===== src/rtl/timer_scheduler.sv =====
// Microsecond timer block with up to eight countdown channels behind a
// simple valid/ready register bus; expiries raise pending bits and irq.
module timer_scheduler #(
    parameter int CLKFREQ  = 1000000,
    parameter int CHANNELS = 4
) (
    input  logic                clk,
    input  logic                rst,
    input  logic                mem_valid,
    input  logic                mem_write,
    input  logic [31:0]         mem_addr,
    input  logic [31:0]         mem_wdata,
    output logic                mem_ready,
    output logic [31:0]         mem_rdata,
    output logic                irq,
    output logic [CHANNELS-1:0] tick
);

    localparam logic [31:0] US_STEP = 32'd1000000;
    localparam logic [31:0] FREQ    = 32'(CLKFREQ);

    typedef enum logic {IDLE, RUN} state_t;

    logic [31:0]         acc_q, acc_d, acc_sum;
    logic                us_tick;
    logic                mem_ready_q;
    logic [31:0]         mem_rdata_q, rdata_d;
    logic                irq_q;
    logic [CHANNELS-1:0] tick_q;
    logic [CHANNELS-1:0] pend_q, pend_d, w1c;
    logic [CHANNELS-1:0] mask_q;
    logic [CHANNELS-1:0] periodic_q;
    state_t              state_q  [CHANNELS];
    logic [31:0]         period_q [CHANNELS];
    logic [31:0]         count_q  [CHANNELS];

    logic                accept, wr_en, pend_wr, mask_wr;
    logic [27:0]         hi;
    logic [1:0]          lo;
    logic [CHANNELS-1:0] ctrl_wr, period_wr, expire;
    logic                unused_addr;

    assign unused_addr = ^mem_addr[1:0];

    assign mem_ready = mem_ready_q;
    assign mem_rdata = mem_rdata_q;
    assign irq       = irq_q;
    assign tick      = tick_q;

    always_comb begin
        acc_sum = acc_q + US_STEP;
        us_tick = (acc_sum >= FREQ);
        acc_d   = us_tick ? (acc_sum - FREQ) : acc_sum;
    end

    // A request is taken once; the ack cycle blocks re-acceptance.
    assign accept = mem_valid && !mem_ready_q;
    assign wr_en  = accept && mem_write;
    assign hi     = mem_addr[31:4];
    assign lo     = mem_addr[3:2];

    always_comb begin
        rdata_d   = '0;
        pend_wr   = 1'b0;
        mask_wr   = 1'b0;
        ctrl_wr   = '0;
        period_wr = '0;
        if (hi == 28'd0) begin
            case (lo)
                2'd0: rdata_d = {16'h7153, 8'h00, 8'(CHANNELS)};
                2'd1: begin
                    rdata_d = 32'(pend_q);
                    pend_wr = wr_en;
                end
                2'd2: begin
                    rdata_d = 32'(mask_q);
                    mask_wr = wr_en;
                end
                default: rdata_d = '0;
            endcase
        end
        for (int i = 0; i < CHANNELS; i++) begin
            if (hi == 28'(i + 1)) begin
                case (lo)
                    2'd0: begin
                        rdata_d    = {30'd0, periodic_q[i], state_q[i] == RUN};
                        ctrl_wr[i] = wr_en;
                    end
                    2'd1: begin
                        rdata_d      = period_q[i];
                        period_wr[i] = wr_en;
                    end
                    2'd2: rdata_d = count_q[i];
                    default: rdata_d = '0;
                endcase
            end
        end
        if (!accept || mem_write) begin
            rdata_d = '0;
        end
    end

    // A control write on the same cycle always beats the countdown.
    always_comb begin
        for (int i = 0; i < CHANNELS; i++) begin
            expire[i] = (state_q[i] == RUN) && us_tick && !ctrl_wr[i]
                        && (count_q[i] == 32'd1);
        end
        w1c    = pend_wr ? mem_wdata[CHANNELS-1:0] : '0;
        pend_d = (pend_q & ~w1c) | expire;
    end

    always_ff @(posedge clk) begin
        if (rst) begin
            acc_q       <= '0;
            mem_ready_q <= 1'b0;
            mem_rdata_q <= '0;
            irq_q       <= 1'b0;
            tick_q      <= '0;
            pend_q      <= '0;
            mask_q      <= '0;
            periodic_q  <= '0;
            for (int i = 0; i < CHANNELS; i++) begin
                state_q[i]  <= IDLE;
                period_q[i] <= '0;
                count_q[i]  <= '0;
            end
        end else begin
            acc_q       <= acc_d;
            mem_ready_q <= accept;
            mem_rdata_q <= rdata_d;
            irq_q       <= |(pend_q & mask_q);
            tick_q      <= expire;
            pend_q      <= pend_d;
            if (mask_wr) begin
                mask_q <= mem_wdata[CHANNELS-1:0];
            end
            for (int i = 0; i < CHANNELS; i++) begin
                if (period_wr[i]) begin
                    period_q[i] <= mem_wdata;
                end
                if (ctrl_wr[i]) begin
                    periodic_q[i] <= mem_wdata[1];
                    if (mem_wdata[0] && period_q[i] != 32'd0) begin
                        state_q[i] <= RUN;
                        count_q[i] <= period_q[i];
                    end else begin
                        state_q[i] <= IDLE;
                        count_q[i] <= '0;
                    end
                end else if (state_q[i] == RUN && us_tick) begin
                    if (!expire[i]) begin
                        count_q[i] <= count_q[i] - 32'd1;
                    end else if (periodic_q[i] && period_q[i] != 32'd0) begin
                        count_q[i] <= period_q[i];
                    end else begin
                        count_q[i] <= '0;
                        state_q[i] <= IDLE;
                    end
                end
            end
        end
    end

endmodule


===== config.mk =====
export PLATFORM = sky130hd
export DESIGN_NAME = timer_scheduler
export DESIGN_NICKNAME = d
export VERILOG_FILES = /design/src/rtl/timer_scheduler.sv
export SDC_FILE = /design/constraint.sdc
export NUM_CORES = 1
export LEC_CHECK = 0
export CORE_ASPECT_RATIO = 1.25
export CORE_MARGIN = 3
export CORE_UTILIZATION = 35
export DETAILED_ROUTE_END_ITERATION = 12
export GPL_TIMING_DRIVEN = 0
export PLACE_DENSITY = 0.51
export SLEW_MARGIN = 20
export SYNTH_ARGS = -nofsm -noshare
export SYNTH_HDL_FRONTEND = slang
export SYNTH_SLANG_ARGS = --single-unit

===== constraint.sdc =====
create_clock -name clk -period 12.77 [get_ports clk]
set_input_delay 2.554 -clock clk [delete_from_list [all_inputs] [get_ports clk]]
set_output_delay 2.554 -clock clk [all_outputs]
set_load 0.02 [all_outputs]

-- Word level (Yosys, flattened, before mapping)
Memories as Yosys holds them, arrays and structs flattened.
Cells that the tools add are included.
- bitwise operators: 40
- equal/unequal tests: 10
- muxes and demuxes: 175
- add/subtract/negate cells: 6
- reduce and logical (&&, ||, !) cells: 37
- $lt $le $gt $ge: 1
- operators with widths (operator ; number):
    $mux W32 ; 29
    $pmux W32 S3 ; 4
    $mux W1 ; 139
    $eq A32 B1 Y1 const B ; 4
    $reduce_bool A32 Y1 ; 4
    $sub A32 B1 Y32 const B ; 4
    $pmux W31 S3 ; 1
    $eq A28 B2 Y1 const B ; 2
    $or A1 B1 Y1 ; 36
    $add A32 B20 Y32 const B ; 1
    $ge A32 B20 Y1 const B ; 1
    $sub A32 B20 Y32 const B ; 1
    $mux W31 ; 1
    $eq A28 B1 Y1 const B ; 1
    $eq A28 B3 Y1 const B ; 1
    $logic_not A28 Y1 ; 1
    $logic_and A1 B1 Y1 ; 22
    $and A4 B4 Y4 ; 2
    $logic_not A1 Y1 ; 6
    $mux W4 ; 1
    $not A4 Y4 ; 1
    $or A4 B4 Y4 ; 1
    $reduce_or A4 Y1 ; 1
    $eq A2 B1 Y1 const B ; 1
    other kinds (4) ; 4
- input port bits: 68
- output and inout port bits: 38
- word-level logic and storage cells: 283
- flip-flop bits (word level): 82
- RAM bits: 260
- memories kept: 3
- memories (name ; words ; width ; read ports ; clocked after Yosys merged registers in ; wr ports ; RTL line ; source):
    count_q ; 4 ; 32 ; 4 ; 0 ; 4 ; 35 ; logic [31:0] count_q [CHANNELS];
    period_q ; 4 ; 32 ; 4 ; 0 ; 4 ; 34 ; logic [31:0] period_q [CHANNELS];
    state_q ; 4 ; 1 ; 4 ; 0 ; 4 ; 33 ; state_t state_q [CHANNELS];

-- Logic depth before layout (Yosys ltp)
Gate-level depths: netlist of run 1.
- depth after elaboration: 16
- mapped depth: 15
- gate-level depth less buffers: 11

-- Worst setup path after synthesis of run 1
Ideal clock, no wire load.
- path type: input-to-reg
- start point: in mem_addr[21]
- end point: mem period_q[1][0] (enable)
- cell stages on the path: 8
- path buffers: 2
- library setup time: 466 ps
- data arrival time: 6553 ps
- data required time: 12304 ps
- path slack: 5751 ps
- cell sequence: nor4_1 nand4_1 nor3_1 nand2_1 or2_2 clkbuf_1 clkbuf_1 o21ai_0
- RTL lines (element ; RTL line ; source):
    start, declared ; 11 ; input logic [31:0] mem_addr,
    end, declared ; 34 ;

==> results.txt, run 1 <==
post-CTS resize count: 0
share of flip-flops with an asynchronous set or reset after synthesis: 0%
Die H: 267 um
clock latency on the worst-skew pair: 0.57 ns
master cell of the clock root buffer: sky130_fd_sc_hd__clkbuf_16
clock input transition at the sequential cells of the worst setup and hold paths: 0.06 ns
number of clock sinks: 336
Avg WL per Cell: 25.9 um
placement-stage worst setup slack: 5.97 ns
final worst-path cycle share: 50.5%
worst stage delay on the critical path: 0.73 ns
Max Cap Viol: 0
startpoint-to-endpoint class of the critical path: in -> reg
total design power: 3600 uW
share of the synthesized area in compound gates (AO/OA/AOI/OAI): 15.8%
H-tree depth: 2
number of buffers added by the clock tree synthesis step: 39
number of top-level pins: 106
drt total wl: 75500 um
mux cell area share after synthesis: 1.08%
global-route wire length before repair: 109000 um
top cells by area, synth: sky130_fd_sc_hd__edfxtp_1 41%, sky130_fd_sc_hd__dfxtp_1 8.0%, sky130_fd_sc_hd__and2_1 4.3%
placer's final routability congestion estimate: 0.987
Final Net Count: 2235
GRT Resource Usage Total: 25.6%
setup TNS: 0 ns
CP cell instances: clkdlybuf4s50_1 -> nor4_1 -> nand4_1 -> nor3_1 -> nand2_1 -> or2_2 -> clkbuf_1 -> clkbuf_1 -> o21ai_4 -> buf_16
minimum clock period after layout: 6.45 ns
number of iterations in the first detailed-routing pass: 6
share of synthesized cell area in full adder, half adder and majority cells: 0.656%
standard-cell rows: 95
vias per cell: 5.89
dominant combinational cell family by area after synthesis: simple AND/OR/NAND/NOR gates
proportion of layout cells with a drive suffix above 1: 5.90%
area share of and/or/nand/nor cells after synthesis: 22.9%
CP dominant cell by count: sky130_fd_sc_hd__clkbuf_1
top-area cell type share of the netlist area: 40.9%
number of buffer cells added on primary ports: 99
number of cells produced by synthesis: 2006
total setup buffers inserted after CTS: 0
Iter 0 DRT Violations: 1851
type of the most critical hold path: reg -> reg
antenna violations before repair: 4
Syn Area/Cell: 9.51 um2
maximum vdd drop: 0.0947 mV
fillers: 5277
most frequent cell after synthesis: sky130_fd_sc_hd__edfxtp_1
CTS tree: done
Synth cell types: 73
aggregate global routing overflow: 0
detailed placer's ending HPWL: 57500 um
number of vias in the routed layout: 17200
xor and xnor fraction of the mapped netlist area: 6.89%
count of final hold-check violations: 0
Slew @ Worst Pin: 1.03 ns
EDFF count, synth: 260
arrival time worst endpoint: 6.71 ns
Highest Clock Rate: 0.155 GHz
Remaining DRCs: 0
cell area after synthesis: 19100 um2
sequential element share of the synthesized area: 48.9%
run status: complete, no violations
post-synthesis net count: 2084
commonest cells in the netlist: 260 x sky130_fd_sc_hd__edfxtp_1, 196 x sky130_fd_sc_hd__nand2_1, 177 x sky130_fd_sc_hd__nor2_1
initial cell density of the core: 35.4%
number of setup violations in the final report: 0
final max-slew violation count: 0
CTS Hold Buffers Added: 0
via count of the first global-routing pass: 16200
Pwr per Cell Area: 159 nW/um2
top cell type by total area after synthesis: sky130_fd_sc_hd__edfxtp_1
unrepaired setup endpoints after global routing: no
antenna-violating nets left: 0
Fin Clk Skew: 0.0258 ns
warnings from Yosys: 0
maximum clock insertion buffer count: 3
Syn-to-layout area delta: 18.7%
headroom to the max-slew limit: 30.8%
flop and latch count out of synthesis: 336
Placeable Area: 53800 um2
CP max-delay cell: sky130_fd_sc_hd__nor3_1
largest net degree at the start of global routing: 33
die outline area: 57300 um2
Crit Path Max Fanout: 20
horizontal extent of the die: 215 um
leading register cell type out of synthesis: sky130_fd_sc_hd__edfxtp_1
leakage component of the power: 0.00763 uW
endpoint required time on the critical path: 13.02 ns
Worst Setup Start Kind: primary input
Setup crit end kind: register
slack of the critical path: 6.32 ns
[cell usage in the layout, fill, tap and decap left out, types with 63 or more instances in the layout]
cell	netlist	layout
sky130_fd_sc_hd__a21oi_1	127	127
sky130_fd_sc_hd__a22oi_1	101	101
sky130_fd_sc_hd__and2_1	131	131
sky130_fd_sc_hd__clkbuf_1	117	124
sky130_fd_sc_hd__clkdlybuf4s50_1	0	99
sky130_fd_sc_hd__dfxtp_1	76	76
sky130_fd_sc_hd__edfxtp_1	260	260
sky130_fd_sc_hd__nand2_1	196	193
sky130_fd_sc_hd__nand3_1	100	100
sky130_fd_sc_hd__nor2_1	177	177
sky130_fd_sc_hd__o21ai_0	102	98
sky130_fd_sc_hd__xnor2_1	87	87
sky130_fd_sc_hd__xor2_1	63	63
[per-stage QoR]
step | cell area [um2] | util [%] | instances | hold slack [ns]
after floorplan | 19100 | - | 2006 | 0.447
after global placement | 21000 | 38.9 | 2832 | 0.470
after detailed placement | 21200 | 39.4 | 2843 | 0.467
after CTS | 22600 | 42.0 | 2914 | 0.478
after global routing | 22600 | 42.0 | 2914 | 0.510
final | 22600 | 42.0 | 2916 | 0.478
[flip-flops by register name, summed over array words and instances (netlist names)]
register / flops
period_q: 128
mem_ready: 1
tick: 4
mask_q: 4
state_q: 4
acc_q: 26
irq: 1
mem_rdata: 32
periodic_q: 4
pend_q: 4
count_q: 128
[kinds of logic after synthesis]
| family | count (synthesis) |
|---|---|
| simple gates | 860 |
| compound gates | 462 |
| buf+inv | 168 |
| mux | 20 |
| flops | 336 |
| xor+xnor | 150 |
| fa+ha+maj | 10 |
[final timing paths]
kind,startpoint,endpoint,slack (ns),cells past startpoint
setup reg to reg,acc_q[6]$_SDFFE_PP0P_,count_q[0][17]$_SDFFCE_PP0P_,8.01,14
hold reg to reg,pend_q[2]$_SDFF_PP0_,pend_q[2]$_SDFF_PP0_,0.48,2
hold / removal,pend_q[2]$_SDFF_PP0_,pend_q[2]$_SDFF_PP0_,0.48,2
setup / recovery,mem_addr[23],period_q[1][19]$_SDFFCE_PN0P_,6.32,10
[area by class of cell]
class | instances | area, um2 | area share [%]
clock inverter | 16 | 244 | 1.08
sequential | 336 | 9330 | 41.2
tap | 727 | 910 | 4.02
buffer | 146 | 628 | 2.78
multi-input combinational | 1502 | 9090 | 40.2
inverter | 22 | 82.6 | 0.365
timing repair buffer | 110 | 1180 | 5.21
antenna | 2 | 5.00 | 0.0221
clock buffer | 55 | 1160 | 5.13
[where the power goes]
part	switching (uW)	internal, uW
sequential	153	1320
clock	480	757
combinational	547	339
[per-layer routing]
layer	track usage (%)	vias to the layer above	share of wire, %	routed length, um
met3	4.77	192	8.6	6470
met2	39.8	903	44	33300
li1	-	7727	-	-
met5	0	-	0.012	9
met4	14.5	2	6.5	4890
met1	33.6	8352	41	30900
[worst max-delay path: cells and delay by family]
family	cells	cell delay (ns)
buffers and inverters	4	1.48
AO/OA/AOI/OAI	1	0.66
AND/OR/NAND/NOR	5	1.98
Power figures use the tool's default switching activity.
==> run 2: changes to the inputs <==
- clock period: 12.77 -> 6.5 ns (I/O delays scaled with it)
==> results of run 2 <==
The final DEF is identical to that of run 1. Status: complete, no violations.
Among the figures that moved: setup slack after placement 5.97 ns -> 0.953 ns; setup slack after layout 6.32 ns -> 1.30 ns; register-to-register setup slack 8.01 ns -> 1.74 ns; total power 3600 uW -> 7070 uW; worst IR drop on VDD 0.0947 mV -> 0.186 mV
